<file path="src/rtl/iob_counter_down_n.sv">
// Loadable down-counter/timer with valid/ready load, registered terminal-count
// pulse and optional auto-reload for periodic ticks.
module iob_counter_down_n #(
  parameter int unsigned DATA_W  = 32,
  parameter int unsigned RST_VAL = 0
) (
  input  logic              clk_i,
  input  logic              arst_n_i,
  input  logic              rst_i,
  input  logic              en_i,
  input  logic              reload_i,
  input  logic              load_valid_i,
  input  logic [DATA_W-1:0] load_data_i,
  output logic              load_ready_o,
  output logic [DATA_W-1:0] data_o,
  output logic              busy_o,
  output logic              done_o
);

  localparam logic [DATA_W-1:0] LP_RST_VAL = DATA_W'(RST_VAL);
  localparam logic [DATA_W-1:0] LP_ONE     = DATA_W'(1);

  typedef enum logic {
    S_IDLE,
    S_RUN
  } state_t;

  state_t            r_state;
  state_t            w_state_nxt;
  logic [DATA_W-1:0] r_count;
  logic [DATA_W-1:0] w_count_nxt;
  logic [DATA_W-1:0] r_reload;
  logic [DATA_W-1:0] w_reload_nxt;
  logic              r_done;
  logic              w_done_nxt;

  // Decrement that clamps at zero instead of wrapping to all-ones.
  function automatic logic [DATA_W-1:0] f_sat_dec(input logic [DATA_W-1:0] v);
    return (v == '0) ? '0 : (v - LP_ONE);
  endfunction

  always_comb begin
    w_state_nxt  = r_state;
    w_count_nxt  = r_count;
    w_reload_nxt = r_reload;
    w_done_nxt   = 1'b0;
    load_ready_o = (r_state == S_IDLE);
    busy_o       = (r_state == S_RUN);

    if (rst_i) begin
      w_state_nxt  = S_IDLE;
      w_count_nxt  = LP_RST_VAL;
      w_reload_nxt = '0;
    end else begin
      case (r_state)
        S_IDLE: begin
          if (load_valid_i) begin
            w_count_nxt  = load_data_i;
            w_reload_nxt = load_data_i;
            // A zero load is already at terminal count: pulse done, stay idle.
            if (load_data_i == '0) begin
              w_done_nxt = 1'b1;
            end else begin
              w_state_nxt = S_RUN;
            end
          end
        end
        S_RUN: begin
          if (en_i) begin
            if (r_count > LP_ONE) begin
              w_count_nxt = f_sat_dec(r_count);
            end else begin
              w_done_nxt = (r_count == LP_ONE);
              if (reload_i && (r_count == LP_ONE)) begin
                w_count_nxt = r_reload;
              end else begin
                w_count_nxt = f_sat_dec(r_count);
                w_state_nxt = S_IDLE;
              end
            end
          end
        end
        default: begin
          w_state_nxt = S_IDLE;
        end
      endcase
    end
  end

  always_ff @(posedge clk_i or negedge arst_n_i) begin
    if (!arst_n_i) begin
      r_state  <= S_IDLE;
      r_count  <= LP_RST_VAL;
      r_reload <= '0;
      r_done   <= 1'b0;
    end else begin
      r_state  <= w_state_nxt;
      r_count  <= w_count_nxt;
      r_reload <= w_reload_nxt;
      r_done   <= w_done_nxt;
    end
  end

  assign data_o = r_count;
  assign done_o = r_done;

endmodule

</file>
<file path="config.mk">
export PLATFORM = sky130hd
export DESIGN_NAME = iob_counter_down_n
export DESIGN_NICKNAME = d
export VERILOG_FILES = /design/src/rtl/iob_counter_down_n.sv
export SDC_FILE = /design/constraint.sdc
export NUM_CORES = 1
export LEC_CHECK = 0
export CAP_MARGIN = 30
export CORE_ASPECT_RATIO = 0.6
export CORE_UTILIZATION = 53
export DETAILED_ROUTE_END_ITERATION = 10
export PLACE_DENSITY_LB_ADDON = 0.2
export SLEW_MARGIN = 30
export SYNTH_ARGS = -nofsm -noshare
export SYNTH_HDL_FRONTEND = slang
export SYNTH_SLANG_ARGS = --single-unit
</file>
<file path="constraint.sdc">
create_clock -name clk_i -period 2.8 [get_ports clk_i]
set_clock_uncertainty 0.05 [all_clocks]
set_input_delay 0.7 -clock clk_i [delete_from_list [all_inputs] [get_ports clk_i]]
set_output_delay 0.7 -clock clk_i [all_outputs]
set_load 0.03 [all_outputs]
</file>
# After elaboration in Yosys (flattened, before gate mapping)
# Index checks and enable logic that the tools add are counted.
# word_totals
register_bits	66
latchBits	0
mem_bits_rw	0
romBits	0
out_inout_bits	35
mem_count	0
# op_classes
add_sub_neg	1
multipliers	0
div	0
magnitude_cmp	1
eq_ne	4
shifts	0
muxes	22
bitwise_logic	1
reduce_logical	6
# op_table
cell	n
$mux 32	8
$logic_not 32->1	2
$pmux 32 s2	1
$eq 32x1->1 const B	1
$gt 32x1->1 const B	1
$sub 32x1->32 const B	1
$mux 1	11
$ne 3x3->1 const B	2
$pmux 1 s2	2
$reduce_and 2->1	2
$ne 2x2->1 const B	1
$reduce_bool 2->1	1
$logic_and 1x1->1	1
$not 1->1	1

# Longest topological paths before layout
# Gate-level depths: netlist (run 1).
# depth
ltp_word	7
ltp_mapped	10
ltp_nobuf	7

# Worst setup path before layout (run 1)
# Ideal clock, no wire load.
# synth_timing
path_kind	flip-flop to flip-flop
startpoint	register r_count[2] (netlist: data_o[2])
endpoint	register r_count[20] (netlist: data_o[20])
setup_ns	0.126
t_arrival_ns	2.463
t_required_ns	2.624
slack_ns	0.161
path_stages_with_launch	8
n_path_buf	2
cell_sequence	dfrtp_1 buf_2 nor4_4 nand4b_4 or4_1 buf_2 a311o_1 a221o_1
# synth_between
elab_chain_len	7
elab_cells_between_ends	11
classes_between	1 x add/sub; 1 x order compare; 1 x eq/ne; 6 x mux; 2 x reduce/logical
# synth_lines
item	line	rtl
start: declaration	30	logic [DATA_W-1:0] r_count;
start signal: assignment	98	r_count <= w_count_nxt;
$sub 32x1->32 (tied with other cells)	39	return (v == '0) ? '0 : (v - LP_ONE);
$mux 32 / $logic_and 1x1->1 (equally long branches)	39, 74	
$mux 32	74	if (reload_i && (r_count == LP_ONE)) begin
$mux 32 (*)	70	if (r_count > LP_ONE) begin
$mux 32 (*)	69	if (en_i) begin
$pmux 32 s2 (*)	55	case (r_state)
$mux 32 (*)	50	if (rst_i) begin
# Mark *: on every way between the ends. The rest lies on a longest branch, timed or not. The select of a mux whose other input is x is not followed.
# A chain may end at the register's enable or synchronous reset.

# Final worst setup path (run 1)
# layout_timing
startpoint	register r_count[0] (netlist: data_o[0])
endpoint	register r_count[8] (netlist: data_o[8])
# The elaborated chain is that of the path after synthesis.

==> flow_summary.ini, run 1 <==
[power_and_ir_drop]
worst_ir_drop_vdd_mv = 0.445
p_leak_nw = 2.28
pwr_density_cell_nw_per_um2 = 644

[sta]
rsz0062_at_grt = no
hold_viol_final = 0
max-slew-margin-rel_pct = 48.0
maxSlewViolCount = 0
finalCritPeriodShare_pct = 91.1
finalSetupTns_ns = 0
max_freq_mhz = 392
tightestPinTransition_ns = 0.779
setup_viol = 0
period_minus_slack_ns = 2.55
timing.final.ws_setup_ns = 0.248

[min_path]
hold_path_class = in2async

[route]
antenna_left = 0
viasPerCell = 6.86
firstDrtPassIters = 8
vias = 4816
drt_iter0_markers = 890
wl_um = 16600
post_drt_wl_per_cell_um = 23.6
drc = 0

[setup_path]
critPathLaunchType = register
critPathCaptureType = register
required_ns = 2.95
arrival_ns = 2.70
crit_type = reg2reg
cpPeakStageDelay_ns = 0.65
timing.rr.end = data_o[8]
crit_fanout = 8
crit_chain = inv_1 > ha_1 > or4b_2 > o41ai_1 > nand2_1 > o2111ai_1 > o211ai_1
rr_worst_depth = 7
cp_slowest_cell = or4b_2
r2r_slack_ns = 0.25
r2r_start = data_o[0]

[clocking]
hold_buffers = 0
cts.repair.resized = 0
clock-sinks = 66
h-tree-depth = 3
insertion_delay_ns = 0.34
ctsRootBufferMaster = clkbuf_16
cts_tree = built
cts_inserted_buffers = 9
post_cts_buffers = 0
clkTransAtPathRegs_ns = 0.06
cts_buffer_depth = 2

[place]
hpwl_um = 12100
dpl_worst_slack_ns = 0.109
gp_congestion = 0.954
port_buffers = 72

[global_route]
grt_pass1_wl_um = 25800
gr-total-overflow = 0
grt_max_degree = 45
antenna_found_initial = 0
grt_pass1_vias = 4479
track_usage_pct = 43.5

[yosys]
synth_fp_nets = 534
ys_seq_elements = 66
synth_ff_type = dfrtp_1
synth.top_cell.area_share_pct = 40.0
post_synth_num_cell_types = 57
ys_seq_area_share_pct = 40.0
synthArstFlopShare_pct = 100
synth_edf_count = 0
synth_top_cell_by_area = dfrtp_1
synthCells = 493
synth_top_cells_by_area = dfrtp_1, nand2_1, a21oi_1, nor2_1, nor4_1
synth.avg_cell_area_um2 = 8.37
ys_warn_count = 0
netlist_area_um2 = 4130

[die]
start_util_pct = 55.9
core.rowCount = 24
die_y_um = 70.4
die_w_um = 116
io_pins = 73
core_um2 = 7390
die_area_um2 = 8150

[final_layout]
layout_commonest_cell = nand2_1
syn_to_final_growth_pct = 36.8
layout_common_cells = nand2_1, clkdlybuf4s50_1, dfrtp_1
finalNetCount = 634
utilization_pct = 76.4
insertedDiodeCount = 0
drive_gt1_share_pct = 13.2

[flow_run]
cap_violations = 0

[status]
status = finished, final reports clean
-- synth_stat cells, types with 8 or more instances --
cell type   n
o21ai_0    17
nor2_1     44
nor4_1     20
a21oi_1    43
nor3_1      9
clkbuf_1   26
a31oi_1     8
o221ai_1   11
xnor2_1    11
o211ai_1    8
a22oi_1     8
nand2_1    80
a22o_1     11
inv_1      15
nand4_1    13
dfrtp_1    66
nand3_1    10
-- cells by family after synthesis --
kind of cell               Yosys count  synth area share, %
xor gates and xnor gates            14                 2.97
buffers and inverters               47                 4.34
and+or+nand+nor                    216                 27.4
AOI/OAI and AO/OA                  147                 24.4
DFF                                 66                 40.0
adders and majority gates            3                0.910
-- layout make-up --
cell class | instances | area (µm²)
Sequential cell | 66 | 1650
Tap cell | 104 | 130
Multi-Input combinational cell | 380 | 2310
Fill cell | 522 | 1740
Clock inverter | 7 | 141
Inverter | 15 | 56.3
Clock buffer | 9 | 225
Timing Repair Buffer | 121 | 1130
-- report_power, final --
part           total, mW  switching [mW]  internal (mW)
sequential          1.14           0.110           1.03
combinational       1.11           0.667          0.439
clock               1.39           0.431          0.959
total               3.63            1.21           2.43
-- worst max-delay path: cells and delay by family, from the launching register on --
kind | cells | cell delay (ns)
and+or+nand+nor | 2 | 0.76
AOI/OAI and AO/OA | 3 | 0.63
buffers and inverters | 1 | 0.13
adders and majority gates | 1 | 0.36
DFF | 1 | 0.49
-- registers in the layout, indices dropped and copies added, names as in the netlist --
register,count
done_o,1
data_o,32
busy_o,1
r_reload,32
-- metal layers --
| layer | global-route usage (%) | wire, µm | vias to the layer above |
|---|---|---|---|
| met5 | 0 | 0 | - |
| met4 | 13.1 | 444 | 0 |
| met3 | 21.4 | 3050 | 58 |
| met2 | 56.0 | 6440 | 470 |
| met1 | 62.7 | 6620 | 2242 |
| li1 | - | - | 2046 |
-- how the worst max path moves through the flow --
stage / start / to / depth (start not counted)
2_1_floorplan: data_o[2] / data_o[20] / 7
3_3_place_gp: load_valid_i / data_o[22] / 6
3_5_place_dp: reload_i / data_o[20] / 6
4_1_cts: data_o[29] / data_o[20] / 5
5_1_grt: data_o[0] / data_o[8] / 7
6_report: data_o[0] / data_o[8] / 7
-- per-stage QoR --
step / cell area (µm²) / power, mW / hold WS, ns / cells
after floorplan: 4130 / 1.71 / 0.354 / 493
after global placement: 5280 / 2.19 / 0.448 / 686
after detailed placement: 5280 / 2.21 / 0.453 / 686
after CTS: 5640 / 3.59 / 0.232 / 702
after global routing: 5640 / 3.75 / 0.258 / 702
final: 5640 / 3.63 / 0.227 / 702
Note: power is estimated with default switching activity, not from simulation.
==> run 2: changes to the inputs <==
CORE_UTILIZATION = 25   (was 53)
==> flow_summary.ini, run 2 (same netlist as run 1, synthesis figures left out) <==
[status]
status = finished, final reports clean

[sta]
max_freq_mhz = 397
hold_viol_final = 0
finalCritPeriodShare_pct = 90.0
setup_viol = 0
maxSlewViolCount = 0
finalSetupTns_ns = 0
period_minus_slack_ns = 2.52
tightestPinTransition_ns = 0.522
rsz0062_at_grt = no
max-slew-margin-rel_pct = 64.9

[place]
hpwl_um = 12900
gp_congestion = 0.909
port_buffers = 72

[route]
post_drt_wl_per_cell_um = 22.2
drt_iter0_markers = 534
wl_um = 17800
antenna_left = 0
firstDrtPassIters = 7
drc = 0
viasPerCell = 5.67
vias = 4550

[global_route]
track_usage_pct = 21.8
grt_pass1_wl_um = 27600
antenna_found_initial = 0
grt_max_degree = 41
grt_pass1_vias = 4461
gr-total-overflow = 0

[final_layout]
syn_to_final_growth_pct = 37.3
drive_gt1_share_pct = 13.5
insertedDiodeCount = 0
layout_common_cells = nand2_1, clkdlybuf4s50_1, dfrtp_1
layout_commonest_cell = nand2_1
utilization_pct = 36.0
multiInputGateArea_um2 = 2310
fillCellCount = 1617
seq_area_um2 = 1650
finalNetCount = 636

[flow_run]
cap_violations = 0

[clocking]
clkTransAtPathRegs_ns = 0.06
cts_tree = built
ctsRootBufferMaster = clkbuf_16
h-tree-depth = 3
cts.repair.resized = 0
hold_buffers = 0
cts_inserted_buffers = 9
cts_buffer_depth = 2
post_cts_buffers = 0
clock-sinks = 66
insertion_delay_ns = 0.34

[power_and_ir_drop]
internal-power_mw = 2.09
p_leak_nw = 2.24
pwr-share-seq_pct = 34.4
worst_ir_drop_vdd_mv = 0.232
sw_frac_of_total_pct = 37.1
pwr_density_cell_nw_per_um2 = 586
switching_power_mw = 1.23
clock_power_share_pct = 32.1
pwr-share-comb_pct = 33.5

[setup_path]
crit_type = reg2reg
required_ns = 2.98
crit_fanout = 13
r2r_slack_ns = 0.28
timing.rr.end = data_o[9]
critPathLaunchType = register
critPathCaptureType = register
rr_worst_depth = 6
r2r_start = data_o[22]
arrival_ns = 2.70

[die]
die_y_um = 102
core.rowCount = 35
die_w_um = 168
io_pins = 73
core_um2 = 15700
die_area_um2 = 17000
start_util_pct = 26.2

[min_path]
hold_path_class = in2async
-- run 2: cell count changes in the layout (fill, tap and decap cells not counted), sizes merged --
cell | before | now
buf | 50 | 53
bufinv | 4 | 0
clkbuf | 9 | 11
clkdlybuf4s50 | 71 | 70
clkinv | 2 | 3
clkinvlp | 1 | 2
-- run 2: worst max path at each step --
stage,from,to,cells after the start
final,data_o[22],data_o[9],6
after global routing,data_o[22],data_o[15],6
after CTS,busy_o,busy_o,1
after detailed placement,reload_i,data_o[9],7
after global placement,reload_i,data_o[9],7
after floorplan,data_o[2],data_o[20],7
-- run 2: routing by layer --
metal | track usage (%) | part of all wire (%) | vias up | wire length (µm)
met5 | 1.63 | 0 | - | 0
met3 | 4.38 | 8.8 | 26 | 1570
met4 | 6.99 | 1.9 | 0 | 335
met1 | 33.5 | 51 | 2239 | 9150
met2 | 29.7 | 38 | 241 | 6760
li1 | - | - | 2044 | -
-- run 2: cell type report --
class	instances	share of cell area, %
Sequential cell	66	29.2
Clock buffer	11	4.29
Timing Repair Buffer	123	19.8
Inverter	15	0.994
Multi-Input combinational cell	380	40.8
Tap cell	203	4.48
Clock inverter	5	0.530
-- run 2: stage by stage --
stage               cell area, µm²  cells  worst slack, ns  hold slack, ns  power (mW)
detailed placement            5390    787            0.132           0.434        2.24
finish                        5660    803            0.279           0.251        3.32
global placement              5390    787            0.129           0.437        2.24
floorplan                     4130    493            0.161           0.354        1.71
CTS                           5660    803            0.307           0.263        3.32
global route                  5660    803            0.156           0.277        3.47
-- run 2: worst max-delay path, cell delays in order (launching register included) --
cell and delay, ns:
dfrtp_1 0.44, nor4_2 0.44, nand4b_2 0.19, or4_1 0.61
buf_4 0.24, a31o_2 0.25, a22o_1 0.17
-- run 2: power groups by stage --
stage / combinational [mW] / sequential, mW / clock, mW
detailed placement: 1.09 / 1.15 / 0
floorplan: 0.484 / 1.22 / 0
finish: 1.11 / 1.14 / 1.07
global placement: 1.09 / 1.15 / 0
CTS: 1.09 / 1.14 / 1.09
global route: 1.19 / 1.15 / 1.13
==> run 3: changes to the inputs <==
SLEW_MARGIN = 20   (was 30)
==> results of run 3 <==
Same layout as run 2: the final DEF is identical, and so are final timing and power.
